[src/rtl/shift_pipe.sv]
// Pipelined barrel shifter: one register stage per shift-amount bit, valid/ready on both sides.
// Define SHIFT_PIPE_OVF_EN to build the SLL lost-bit (out_ovf) tracking; otherwise out_ovf is 0.
module shift_pipe #(
  parameter int WIDTH = 32,
  parameter int TAG_W = 4,
  localparam int SHAMT_W = $clog2(WIDTH)
) (
  input  logic               clk,
  input  logic               reset,
  input  logic               in_valid,
  output logic               in_ready,
  input  logic [WIDTH-1:0]   in_data,
  input  logic [SHAMT_W-1:0] in_shamt,
  input  logic [1:0]         in_op,
  input  logic [TAG_W-1:0]   in_tag,
  output logic               out_valid,
  input  logic               out_ready,
  output logic [WIDTH-1:0]   out_data,
  output logic [TAG_W-1:0]   out_tag,
  output logic               out_ovf
);

  typedef enum logic [1:0] {
    OP_SLL  = 2'b00,
    OP_SRL  = 2'b01,
    OP_SRA  = 2'b10,
    OP_ROTL = 2'b11
  } op_e;

  localparam int LAST = SHAMT_W - 1;

  logic en;

  function automatic logic [WIDTH-1:0] shift_by(input logic [WIDTH-1:0] d, input op_e op,
                                                input int unsigned n);
    logic [WIDTH-1:0] r;
    r = d;
    unique case (op)
      OP_SLL:  r = d << n;
      OP_SRL:  r = d >> n;
      OP_SRA:  r = $unsigned($signed(d) >>> n);
      OP_ROTL: r = (d << n) | (d >> (WIDTH - n));
      default: r = d;
    endcase
    return r;
  endfunction

  // The whole pipe advances or holds as one; bubbles are not squeezed out.
  assign en       = !out_valid || out_ready;
  assign in_ready = en;

  for (genvar k = 0; k < SHAMT_W; k++) begin : g_stage
    localparam int unsigned STEP = 1 << k;

    logic                   v_i;
    logic [WIDTH-1:0]       d_i;
    op_e                    op_i;
    logic [TAG_W-1:0]       tag_i;
    // Only the shamt bits this stage and later stages still need; bit 0 is shamt bit k.
    logic [SHAMT_W-1-k:0]   sh_i;

    logic                   valid_q;
    logic [WIDTH-1:0]       data_q;
    logic [TAG_W-1:0]       tag_q;

    if (k == 0) begin : g_src
      assign v_i   = in_valid;
      assign d_i   = in_data;
      assign op_i  = op_e'(in_op);
      assign tag_i = in_tag;
      assign sh_i  = in_shamt;
    end else begin : g_src
      assign v_i   = g_stage[k-1].valid_q;
      assign d_i   = g_stage[k-1].data_q;
      assign op_i  = g_stage[k-1].g_fwd.op_q;
      assign tag_i = g_stage[k-1].tag_q;
      assign sh_i  = g_stage[k-1].g_fwd.shamt_q;
    end

    // NOTE: sequential state uses non-blocking assignments so every stage samples its
    // predecessor's pre-edge value; datapath registers are reset as well so out_* read 0.
    always_ff @(posedge clk) begin
      if (reset) begin
        valid_q <= 1'b0;
        data_q  <= '0;
        tag_q   <= '0;
      end else if (en) begin
        valid_q <= v_i;
        data_q  <= sh_i[0] ? shift_by(d_i, op_i, STEP) : d_i;
        tag_q   <= tag_i;
      end
    end

    // Op and remaining shamt bits are only needed by later stages.
    if (k < LAST) begin : g_fwd
      op_e                    op_q;
      logic [SHAMT_W-2-k:0]   shamt_q;

      always_ff @(posedge clk) begin
        if (reset) begin
          op_q    <= OP_SLL;
          shamt_q <= '0;
        end else if (en) begin
          op_q    <= op_i;
          shamt_q <= sh_i[SHAMT_W-1-k:1];
        end
      end
    end

`ifdef SHIFT_PIPE_OVF_EN
    logic ovf_i;
    logic ovf_q;

    if (k == 0) begin : g_ovf_src
      assign ovf_i = 1'b0;
    end else begin : g_ovf_src
      assign ovf_i = g_stage[k-1].ovf_q;
    end

    // Bits pushed out past the MSB by this stage's left shift.
    always_ff @(posedge clk) begin
      if (reset) begin
        ovf_q <= 1'b0;
      end else if (en) begin
        ovf_q <= ovf_i | (sh_i[0] && (op_i == OP_SLL) && (|d_i[WIDTH-1 -: STEP]));
      end
    end
`endif
  end

  assign out_valid = g_stage[LAST].valid_q;
  assign out_data  = g_stage[LAST].data_q;
  assign out_tag   = g_stage[LAST].tag_q;

`ifdef SHIFT_PIPE_OVF_EN
  assign out_ovf = g_stage[LAST].ovf_q;
`else
  assign out_ovf = 1'b0;
`endif

endmodule

[config.mk]
export PLATFORM = sky130hd
export DESIGN_NAME = shift_pipe
export DESIGN_NICKNAME = d
export VERILOG_FILES = /design/src/rtl/shift_pipe.sv
export SDC_FILE = /design/constraint.sdc
export NUM_CORES = 1
export LEC_CHECK = 0
export ABC_AREA = 1
export BUFFER_PORTS_ARGS = -buffer_cell sky130_fd_sc_hd__buf_4
export CAP_MARGIN = 30
export CORE_MARGIN = 5
export CORE_UTILIZATION = 61
export CTS_CLUSTER_DIAMETER = 200
export CTS_CLUSTER_SIZE = 25
export DETAILED_ROUTE_END_ITERATION = 6
export GPL_ROUTABILITY_DRIVEN = 0
export PLACE_DENSITY = 0.89
export SYNTH_ARGS = -nofsm -noshare
export SYNTH_HDL_FRONTEND = slang
export SYNTH_SLANG_ARGS = --single-unit
[constraint.sdc]
create_clock -name clk -period 1.6 [get_ports clk]
set_input_delay 0.32 -clock clk [delete_from_list [all_inputs] [get_ports clk]]
set_output_delay 0.32 -clock clk [all_outputs]
set_load 0.005 [all_outputs]
==> impl_metrics.env <==
export IMPL_worst_setup_path_endpoint="in_ready"
export IMPL_achievable_frequency_mhz=648
export IMPL_drt_wirelength_per_cell_um=14.8
export IMPL_detailed_place_area_um2=11400
export IMPL_grt_first_pass_wirelength_um=46900
export IMPL_site_rows=48
export IMPL_worst_hold_path_type="in -> reg"
export IMPL_num_io_pins=86
export IMPL_ctsLongestPathBuffers=3
export IMPL_dominantRegCellSynth="dfxtp_1"
export IMPL_ff_latch_area_um2=4070
export IMPL_rsz0062_at_grt="false"
export IMPL_synth_warning_count=0
export IMPL_synthTopCellsByArea="dfxtp_1, o21ai_0, nand3_1, nand2_1, inv_1"
export IMPL_detailed_route_iter0_violations=1371
export IMPL_worst_endpoint_arrival_ns=1.22
export IMPL_path_max_fanout=3
export IMPL_syn_avg_cell_area_um2=6.42
export IMPL_outcome="finished clean"
export IMPL_synth_fp_nets=1732
export IMPL_critical_path_startpoint_category="register"
export IMPL_fillers=1456
export IMPL_yosys_register_bits=203
export IMPL_final_antenna_net_count=0
export IMPL_drt_first_pass_iters=6
export IMPL_numCtsBuffers=12
export IMPL_vdd_ir_drop_max_mv=0.796
export IMPL_antenna_cells=0
export IMPL_clock_tree_root_cell="clkbuf_16"
export IMPL_finalSetupViolCount=0
export IMPL_worst_slew_margin_rel_pct=64.5
export IMPL_avgViaCountPerCell=5.70
export IMPL_count_of_flip_flops_with_a_built_in_enable_after_synthesis=0
export IMPL_detailroute_via_count=10950
export IMPL_final_core_occ_pct=68.5
export IMPL_detailedPlacementHpwl_um=18400
export IMPL_cts_clk_slew_worst_paths_ns=0.09
export IMPL_area_of_the_mapped_netlist_um2=10800
export IMPL_critPathKind="reg -> out"
export IMPL_tritoncts_num_sinks=203
export IMPL_finalCriticalPeriod_ns=1.54
export IMPL_growth_of_design_area_from_synthesis_to_finish_pct=9.87
export IMPL_grt_antenna_before_repair=0
export IMPL_die_w_um=143
export IMPL_die_area_um2=20500
export IMPL_synth_largest_area_cell="dfxtp_1"
export IMPL_drt_total_wl_um=28400
export IMPL_globalRoute_totalOverflow=0
export IMPL_p_leak_nw=5.25
export IMPL_p_per_area_nw_per_um2=887
export IMPL_ys_seq_area_share_pct=37.5
export IMPL_yosys_cell_types_count=24
export IMPL_r2r_worst_path_cells=7
export IMPL_die_height_um=143
export IMPL_ctsHtreeMaxLevel=1
export IMPL_reg2reg_from="out_valid$_SDFFE_PP0P_"
export IMPL_grt_total_usage_pct=26.7
export IMPL_final_layout_size_suffix_gt1_share_pct=10.4
export IMPL_finish_instance_area_um2=11900
export IMPL_largest_net_degree_at_the_start_of_global_routing=146
export IMPL_portBuffers=84
export IMPL_timing_clock_skew_ns=0.0284
export IMPL_cts_tree="built"
export IMPL_critical_path_reg2reg_endpoint="out_data[11]$_SDFFE_PP0P_"
export IMPL_final_hold_viol_count=0
export IMPL_post_route_clock_period_utilization_pct=96.4
export IMPL_yosys_cell_count_top_type="o21ai_0"
export IMPL_timing_critical_path_to_type="primary output"
export IMPL_tightest_slew_ns=0.532
export IMPL_multiInputGateArea_um2=5090
export IMPL_post_synth_most_frequent_cells="o21ai_0, nand2_1, inv_1"
export IMPL_clock_latency_ns=0.47
export IMPL_via_count_of_the_first_global_routing_pass=9851
export IMPL_crit_path_start="out_valid$_SDFFE_PP0P_"
export IMPL_design_core_area_um2=17400
export IMPL_worst_endpoint_required_ns=1.28
export IMPL_max_cap_viol_count=0
export IMPL_netlist_instances=1685
export IMPL_power_mw=10.6
export IMPL_start_util_pct=62.4
export IMPL_ff2ff_setup_slack_ns=0.17
export IMPL_drv_slew=0
export IMPL_setup_total_negative_slack_ns=0
export IMPL_hold_buffers=0
export IMPL_final_net_count=1742
export IMPL_synth_async_reset_ratio_pct=0
export IMPL_drc=0
export IMPL_post_synth_top_area_fraction_pct=37.5
==> critical path, cell delays in order, from the launching register on <==
cell and delay, ns:
dfxtp_2 0.34, inv_1 0.06, nor2_4 0.16, inv_8 0.06, buf_4 0.13
==> layout make-up <==
| class | count | share of cell area [%] |
|---|---|---|
| multi-input cells | 1085 | 42.8 |
| flip-flops and latches | 203 | 34.2 |
| repair buffers | 124 | 9.02 |
| inverters | 266 | 8.48 |
| clock buffers | 13 | 2.74 |
| well taps | 225 | 2.37 |
| clock inverters | 1 | 0.252 |
| repair inverters | 3 | 0.158 |
==> timing repair <==
item | 4_1_cts | 5_1_grt
endpoints found under the setup margin | 1 | 41
hold endpoints to repair | 0 | 0
pin swaps | 1 | 1
gates cloned | 3 | 1
setup buffers | 8 | 0
gates resized for setup | 1 | 2
==> worst min path at each step <==
stage                                         start                               to  slack, ns  cells after the start
floorplan                                     reset           out_valid$_SDFFE_PP0P_       0.39                      1
global placement    g_stage[3].valid_q$_SDFFE_PP0P_  g_stage[3].valid_q$_SDFFE_PP0P_       0.45                      2
detailed placement  g_stage[3].valid_q$_SDFFE_PP0P_  g_stage[3].valid_q$_SDFFE_PP0P_       0.46                      2
CTS                                           reset           out_valid$_SDFFE_PP0P_       0.01                      2
global route                                  reset           out_valid$_SDFFE_PP0P_       0.03                      2
finish                                        reset           out_valid$_SDFFE_PP0P_       0.02                      2
==> logic make-up (layout without fill, tap and decap cells) <==
group,Yosys count,in the layout,share of synthesized area [%]
and+or+nand+nor,593,593,24.1
other,1,1,0.0346
buffers and inverters,397,407,15.4
DFF,203,203,37.5
AOI/OAI and AO/OA,491,491,22.9
==> routing by layer <==
metal  vias to the layer above  wire (µm)  GRT usage, %
met5                         -          0             0
met4                         0       1090          10.5
met3                        70       2060          3.11
met2                       486      13200          42.5
met1                      4954      12100          37.3
li1                       5440          -             -
==> cells in the final DEF, fill, tap and decap left out, types with 12 or more instances in the layout <==
cell	Yosys	layout
o21ai_1	12	12
a31oi_1	16	16
a21oi_1	158	158
buf_4	8	113
nor2_1	59	59
nand3_1	230	230
dfxtp_1	203	202
o21ai_0	304	304
inv_1	257	256
clkbuf_16	0	14
or2_2	16	16
nand2_1	278	278
==> metrics by stage <==
step	instances	setup WS, ns	hold slack, ns
after floorplan	1685	0.424	0.389
after global placement	1896	0.151	0.450
after detailed placement	1896	0.106	0.456
after CTS	1919	0.0304	0.0147
after global routing	1920	0.00773	0.0254
final	1920	0.0572	0.0169
==> where the power goes <==
| part | switching, mW | total, mW | leakage, nW | internal (mW) |
|---|---|---|---|---|
| logic | 1.10 | 1.78 | 3.41 | 0.682 |
| registers | 0.228 | 5.59 | 1.66 | 5.36 |
| clock network | 1.68 | 3.18 | 0.172 | 1.49 |
| total | 3.01 | 10.6 | 5.25 | 7.54 |
==> flip-flops by register name (all words and copies together) (netlist names) <==
register and count:
g_stage.data_q 128, out_data 32, g_stage.tag_q 16, g_stage.g_fwd.shamt_q 10, g_stage.g_fwd.op_q 8, g_stage.valid_q 4
out_tag 4, out_valid 1
(Power assumes the default switching activity.)
